==> src/rtl/seven_seg_disp_ctrl.sv <==
// Multi-digit seven-segment controller: valid/ready load, hex or double-dabble decimal, LZ blanking, overflow dashes.
// Optional per-digit blinking with macro SEVEN_SEG_BLINK_EN; all digits stay blank until the first completed load.
module seven_seg_disp_ctrl #(
   parameter int NUM_DIGITS = 6,
   parameter int DATA_W     = 20,
   parameter int BLINK_DIV  = 25_000_000
) (
   input  logic                    MAX10_CLK1_50,
   input  logic                    reset_n,
   input  logic                    load_valid,
   output logic                    load_ready,
   input  logic [DATA_W-1:0]       value,
   input  logic                    dec_mode,
   input  logic                    blank_lz,
   input  logic [NUM_DIGITS-1:0]   blink_mask,
   output logic [7*NUM_DIGITS-1:0] hex,
   output logic                    overflow
);

   localparam int BCD_W = 4 * NUM_DIGITS;
   localparam int CNT_W = $clog2(DATA_W + 1);
   localparam logic [6:0] SEG_BLANK = 7'h7F;
   localparam logic [6:0] SEG_DASH  = 7'h3F;

   typedef enum logic [1:0] {IDLE, CONV, LATCH} state_t;

   state_t                  state_q, state_d;
   logic                    ready_q, ready_d;
   logic [DATA_W-1:0]       val_q, val_d;
   logic [BCD_W-1:0]        bcd_q, bcd_d;
   logic [CNT_W-1:0]        cnt_q, cnt_d;
   logic                    cflag_q, cflag_d;
   logic                    dec_q, dec_d;
   logic [BCD_W-1:0]        disp_q, disp_d;
   logic                    dovf_q, dovf_d;
   logic                    dvld_q, dvld_d;
   logic                    ovf_q, ovf_d;
   logic [7*NUM_DIGITS-1:0] hex_q, hex_d;
   logic [NUM_DIGITS-1:0]   blink_on;

   function automatic logic [6:0] seg7(input logic [3:0] d);
      case (d)
         4'h0: seg7 = 7'h40;  4'h1: seg7 = 7'h79;  4'h2: seg7 = 7'h24;  4'h3: seg7 = 7'h30;
         4'h4: seg7 = 7'h19;  4'h5: seg7 = 7'h12;  4'h6: seg7 = 7'h02;  4'h7: seg7 = 7'h78;
         4'h8: seg7 = 7'h00;  4'h9: seg7 = 7'h10;  4'hA: seg7 = 7'h08;  4'hB: seg7 = 7'h03;
         4'hC: seg7 = 7'h46;  4'hD: seg7 = 7'h21;  4'hE: seg7 = 7'h06;  default: seg7 = 7'h0E;
      endcase
   endfunction

   always_comb begin
      logic                      accept;
      logic [BCD_W-1:0]          adj;
      logic [BCD_W:0]            sh;
      logic [BCD_W+DATA_W-1:0]   ext;
      state_d = state_q;
      ready_d = 1'b0;
      val_d   = val_q;
      bcd_d   = bcd_q;
      cnt_d   = cnt_q;
      cflag_d = cflag_q;
      dec_d   = dec_q;
      disp_d  = disp_q;
      dovf_d  = dovf_q;
      dvld_d  = dvld_q;
      adj     = '0;
      sh      = '0;
      ext     = {{BCD_W{1'b0}}, value};
      accept  = load_valid && ready_q;
      case (state_q)
         IDLE: begin
            ready_d = !accept;
            if (accept) begin
               dec_d = dec_mode;
               if (dec_mode) begin
                  val_d   = value;
                  bcd_d   = '0;
                  cnt_d   = '0;
                  cflag_d = 1'b0;
                  state_d = CONV;
               end else begin
                  bcd_d   = ext[BCD_W-1:0];
                  state_d = LATCH;
               end
            end
         end
         CONV: begin
            // Add-3 on digits >= 5, then shift the next value bit in; a carry out of the top digit is overflow.
            for (int i = 0; i < NUM_DIGITS; i++) begin
               adj[4*i +: 4] = (bcd_q[4*i +: 4] >= 4'd5) ? bcd_q[4*i +: 4] + 4'd3 : bcd_q[4*i +: 4];
            end
            sh      = {adj, val_q[DATA_W-1]};
            bcd_d   = sh[BCD_W-1:0];
            cflag_d = cflag_q | sh[BCD_W];
            val_d   = val_q << 1;
            cnt_d   = cnt_q + CNT_W'(1);
            if (cnt_q == CNT_W'(DATA_W - 1)) state_d = LATCH;
         end
         LATCH: begin
            disp_d  = bcd_q;
            dovf_d  = dec_q & cflag_q;
            dvld_d  = 1'b1;
            state_d = IDLE;
         end
         default: state_d = IDLE;
      endcase
   end

`ifdef SEVEN_SEG_BLINK_EN
   localparam int BW = (BLINK_DIV > 2) ? $clog2(BLINK_DIV) : 1;
   logic [BW-1:0] blink_cnt_q, blink_cnt_d;
   logic          phase_q, phase_d;

   always_comb begin
      blink_cnt_d = blink_cnt_q + BW'(1);
      phase_d     = phase_q;
      if (blink_cnt_q == BW'(BLINK_DIV - 1)) begin
         blink_cnt_d = '0;
         phase_d     = ~phase_q;
      end
   end

   always_ff @(posedge MAX10_CLK1_50 or negedge reset_n) begin
      if (!reset_n) begin
         blink_cnt_q <= '0;
         phase_q     <= 1'b0;
      end else begin
         blink_cnt_q <= blink_cnt_d;
         phase_q     <= phase_d;
      end
   end

   assign blink_on = blink_mask & {NUM_DIGITS{phase_q}};
`else
   logic blink_mask_unused;
   assign blink_mask_unused = ^blink_mask;
   assign blink_on          = '0;
`endif

   always_comb begin
      logic       nz;
      logic [6:0] g;
      nz    = 1'b0;
      g     = SEG_BLANK;
      hex_d = '0;
      ovf_d = dovf_q;
      for (int i = NUM_DIGITS - 1; i >= 0; i--) begin
         nz = nz | (disp_q[4*i +: 4] != 4'd0);
         g  = seg7(disp_q[4*i +: 4]);
         if (dovf_q) g = SEG_DASH;
         else if (blank_lz && !nz && i != 0) g = SEG_BLANK;
         if (!dvld_q || blink_on[i]) g = SEG_BLANK;
         hex_d[7*i +: 7] = g;
      end
   end

   always_ff @(posedge MAX10_CLK1_50 or negedge reset_n) begin
      if (!reset_n) begin
         state_q <= IDLE;
         ready_q <= 1'b1;
         disp_q  <= '0;
         dovf_q  <= 1'b0;
         dvld_q  <= 1'b0;
         ovf_q   <= 1'b0;
         hex_q   <= {NUM_DIGITS{SEG_BLANK}};
      end else begin
         state_q <= state_d;
         ready_q <= ready_d;
         disp_q  <= disp_d;
         dovf_q  <= dovf_d;
         dvld_q  <= dvld_d;
         ovf_q   <= ovf_d;
         hex_q   <= hex_d;
      end
   end

   // Conversion datapath needs no reset: every load reinitialises it before use.
   always_ff @(posedge MAX10_CLK1_50) begin
      val_q   <= val_d;
      bcd_q   <= bcd_d;
      cnt_q   <= cnt_d;
      cflag_q <= cflag_d;
      dec_q   <= dec_d;
   end

   assign load_ready = ready_q;
   assign hex        = hex_q;
   assign overflow   = ovf_q;

endmodule

==> config.mk <==
export PLATFORM = sky130hd
export DESIGN_NAME = seven_seg_disp_ctrl
export DESIGN_NICKNAME = d
export VERILOG_FILES = /design/src/rtl/seven_seg_disp_ctrl.sv
export SDC_FILE = /design/constraint.sdc
export NUM_CORES = 1
export LEC_CHECK = 0
export ABC_AREA = 1
export CAP_MARGIN = 20
export CORE_UTILIZATION = 55
export CTS_CLUSTER_DIAMETER = 50
export DETAILED_ROUTE_END_ITERATION = 10
export PLACE_DENSITY = 0.85
export SLEW_MARGIN = 20
export SYNTH_ARGS = -nofsm -noshare
export SYNTH_HDL_FRONTEND = slang
export SYNTH_SLANG_ARGS = --single-unit
==> constraint.sdc <==
create_clock -name MAX10_CLK1_50 -period 3.4 [get_ports MAX10_CLK1_50]
set_clock_uncertainty 0.15 [all_clocks]
set_input_delay 0.68 -clock MAX10_CLK1_50 [delete_from_list [all_inputs] [get_ports MAX10_CLK1_50]]
set_output_delay 0.68 -clock MAX10_CLK1_50 [all_outputs]
set_load 0.01 [all_outputs]
==> results by group <==
Status
  – Outcome: finished, final reports clean

Power and ir drop
  – Switching power: 3.31 mW
  – Clock power frac: 0.194
  – Net Sw Frac: 0.398
  – Maximum vdd drop: roughly 0.00052 V
  – Pleak: between 3 and 4 nW
  – Ratio of total power to cell area: 1070 mW/mm2
  – Combinational power share: 0.423
  – Pint: about 5 mW
  – Share of power burned in registers: 0.383

Synthesis
  – Top-count cell post-synth: nand2_1
  – Main combinational cell family by area after synthesis: simple AND/OR/NAND/NOR gates
  – Cells after synthesis: between 700 and 800
  – Area contributors post-synth: edfxtp_1, dfstp_2, dfrtp_1
  – Post-synth ARST share: 0.585
  – Mapped cell area: between 0.006 and 0.007 mm2
  – Synth Area in Compound Gates: 0.135
  – Flops & latches, synth: 123
  – Synth cell count leaders: nand2_1, o21ai_0, inv_1, edfxtp_1, ha_1
  – Mux contribution to synthesized area: 0
  – Post-Synth Adder-Cell Area: 0.0888
  – Synth Flop Type: edfxtp_1
  – Distinct cells, synth: 40
  – Syn Area/Cell: ~9.1 um2
  – EDFF count, synth: 51
  – Cell taking the most area after synthesis: edfxtp_1
  – Syn_nets: between 700 and 800
  – Warning count from the yosys run: 0
  – Post-synthesis xor/xnor area fraction: 0.00811
  – Sequential share of the synthesized area: 0.523
  – Synth top area share: 0.236
  – Post-synthesis simple-gate area fraction: 0.176

Global routing
  – First-pass GRT wire length: 23,000 um
  – Overflow after GRT: 0
  – Vias in the first global route: 4,869
  – Largest net degree at the start of global routing: 42
  – Initial antenna violation count: 0
  – Tot GR Track Use: 0.236

Worst hold path
  – Worst Hold Class: input pin to async pin

Layout
  – Fin cells: around 930
  – Layout cell share with drive strength beyond 1: 0.127
  – Area growth, synth to finish: 19.9%
  – # diodes: 0
  – Nets: 855

Die
  – Core ar.: between 0.01 and 0.015 mm2
  – Die height: 111 um
  – Initial core utilization: 0.565
  – Ports: 75
  – Chip width: 111 um
  – Die ar.: 0.0122 mm2
  – Rows: 39

STA
  – Peak Freq: 0.432 GHz
  – Max-slew violations: 0
  – Final Cycle Share: 0.680
  – Final min period: 2.31 ns
  – Max-slew headroom: 0.413
  – Tightest Pin Transition: 0.880 ns
  – Hold Vio Cnt, Final: 0
  – Final setup viols: 0
  – Setup Total Neg Slack: 0 ns
  – RSZ-0062 raised after global routing: false

Drt
  – DR pass1 iterations: 5
  – DRC Markers: 0
  – Wire length per cell: 14.4 um
  – Initial drt markers: about 410
  – Post-DRT Antenna Nets: 0
  – WL final: about 13,000 um
  – Via/cell ratio: 5.51
  – Vias after detailed routing: 5,140

Worst setup path
  – CP Class: register to output port
  – Critical Path AT: 1.48 ns
  – Crit path max-delay family: flip-flops
  – Crit path capture type: output port
  – Crit start category: register
  – WP buf/inv: 1
  – Crit path cell chain: clkdlybuf4s50_1
  – Worst path max stage delay: 0.54 ns
  – CP Max Fanout: 3
  – Worst EP required: 2.57 ns
  – Critical path's slowest cell: dfstp_2

Clock network
  – CTS Buffer Depth: 2
  – Post-CTS setup buffers: 0
  – Clock latency on the worst-skew pair: 0.42 ns
  – Clock Sinks: 123
  – CTS tree: built
  – Post_cts resized: 0
  – Clock transition at the registers of the reported paths: 0.05 ns
  – Root Buffer Master: clkbuf_16
  – Hold buffers post-CTS: 0
  – Htree depth: 4
  – CTS buffer count: 17

Place
  – GPL Wtd Cong: approximately 0.9
  – IO buf count: 68
  – Placed Instances: 902
  – Detail Placement HPWL: 9430 um

Job
  – Max_cap viols: 0
## per-layer routing
metal	part of all wire	wire length (um)	GRT usage
met1	0.44	5950	0.311
met5	0	0	0
met2	0.47	6380	0.371
met3	0.060	811	0.0549
met4	0.023	312	0.109
## cells by family after synthesis
logic type / after synthesis
AND/OR/NAND/NOR: 272
buffers and inverters: 103
XOR/XNOR: 6
flip-flops: 123
AO/OA/AOI/OAI: 159
adder cells (fa/ha/maj): 46
## power by group through the flow
| stage | Clock (mW) | Combinational, mW | Sequential, mW |
|---|---|---|---|
| global route | 1.69 | 3.98 | 3.30 |
| detailed placement | 0 | 3.45 | 3.20 |
| CTS | 1.63 | 3.51 | 3.18 |
| global placement | 0 | 3.26 | 3.13 |
| finish | 1.61 | 3.52 | 3.19 |
| floorplan | 0 | 2.33 | 3.14 |
## state kept, by name, summed over array words and instances (netlist names), 2 cells and up
name / cells
state_q: 2
cnt_q: 5
hex: 42
bcd_q: 24
disp_q: 24
val_q: 20
## per-stage QoR
stage | setup slack [ns] | instance area (um2) | hold slack, ns | util | power (mW)
6_report | 1.09 | 7770 | 0.227 | 0.678 | 8.32
5_1_grt | 0.961 | 7770 | 0.290 | 0.678 | 8.97
4_1_cts | 1.08 | 7770 | 0.266 | 0.678 | 8.32
3_5_place_dp | 0.893 | 7240 | 0.261 | 0.631 | 6.65
3_3_place_gp | 0.924 | 7240 | 0.243 | 0.631 | 6.40
2_1_floorplan | 0.140 | 6480 | 0.225 | - | 5.47
## placed cells by master, fill, tap and decap left out, types with 3 or more instances in the layout
master,instances
a31oi_1,5
inv_4,3
dfstp_2,43
nand3_1,37
clkinv_2,6
inv_1,70
o22ai_1,8
xor2_1,6
nor2_4,3
nand2_2,3
o211ai_1,10
dfrtp_1,29
o21ai_0,80
o2111ai_1,3
a21oi_1,38
edfxtp_1,51
nand2_1,175
clkdlybuf4s50_1,67
nor2_1,40
clkbuf_1,3
o21ai_1,6
nand4_1,3
clkbuf_16,18
ha_1,46
buf_4,7
inv_2,6
## worst paths after layout
kind | from | endpoint | slack (ns) | depth (start not counted)
worst min-delay path | reset_n | dvld_q | 0.23 | 1
worst max-delay path | load_ready | load_ready | 1.09 | 1
worst max register to register | state_q[1] | bcd_q[0] | 1.13 | 5
max in group asynchronous | reset_n | hex[18] | 2.03 | 2
worst min register to register | dovf_q | overflow | 0.27 | 0
min in group MAX10_CLK1_50 | dovf_q | overflow | 0.27 | 0
## area by class of cell
cell class / count / area (um2)
Clock buffer: 23 / 489
Clock inverter: 8 / 43.8
Fill cell: 843 / 3700
Inverter: 78 / 298
Multi-Input combinational cell: 483 / 2650
Sequential cell: 123 / 3390
Tap cell: 143 / 179
Timing Repair Buffer: 75 / 728
(Power assumes the default switching activity.)
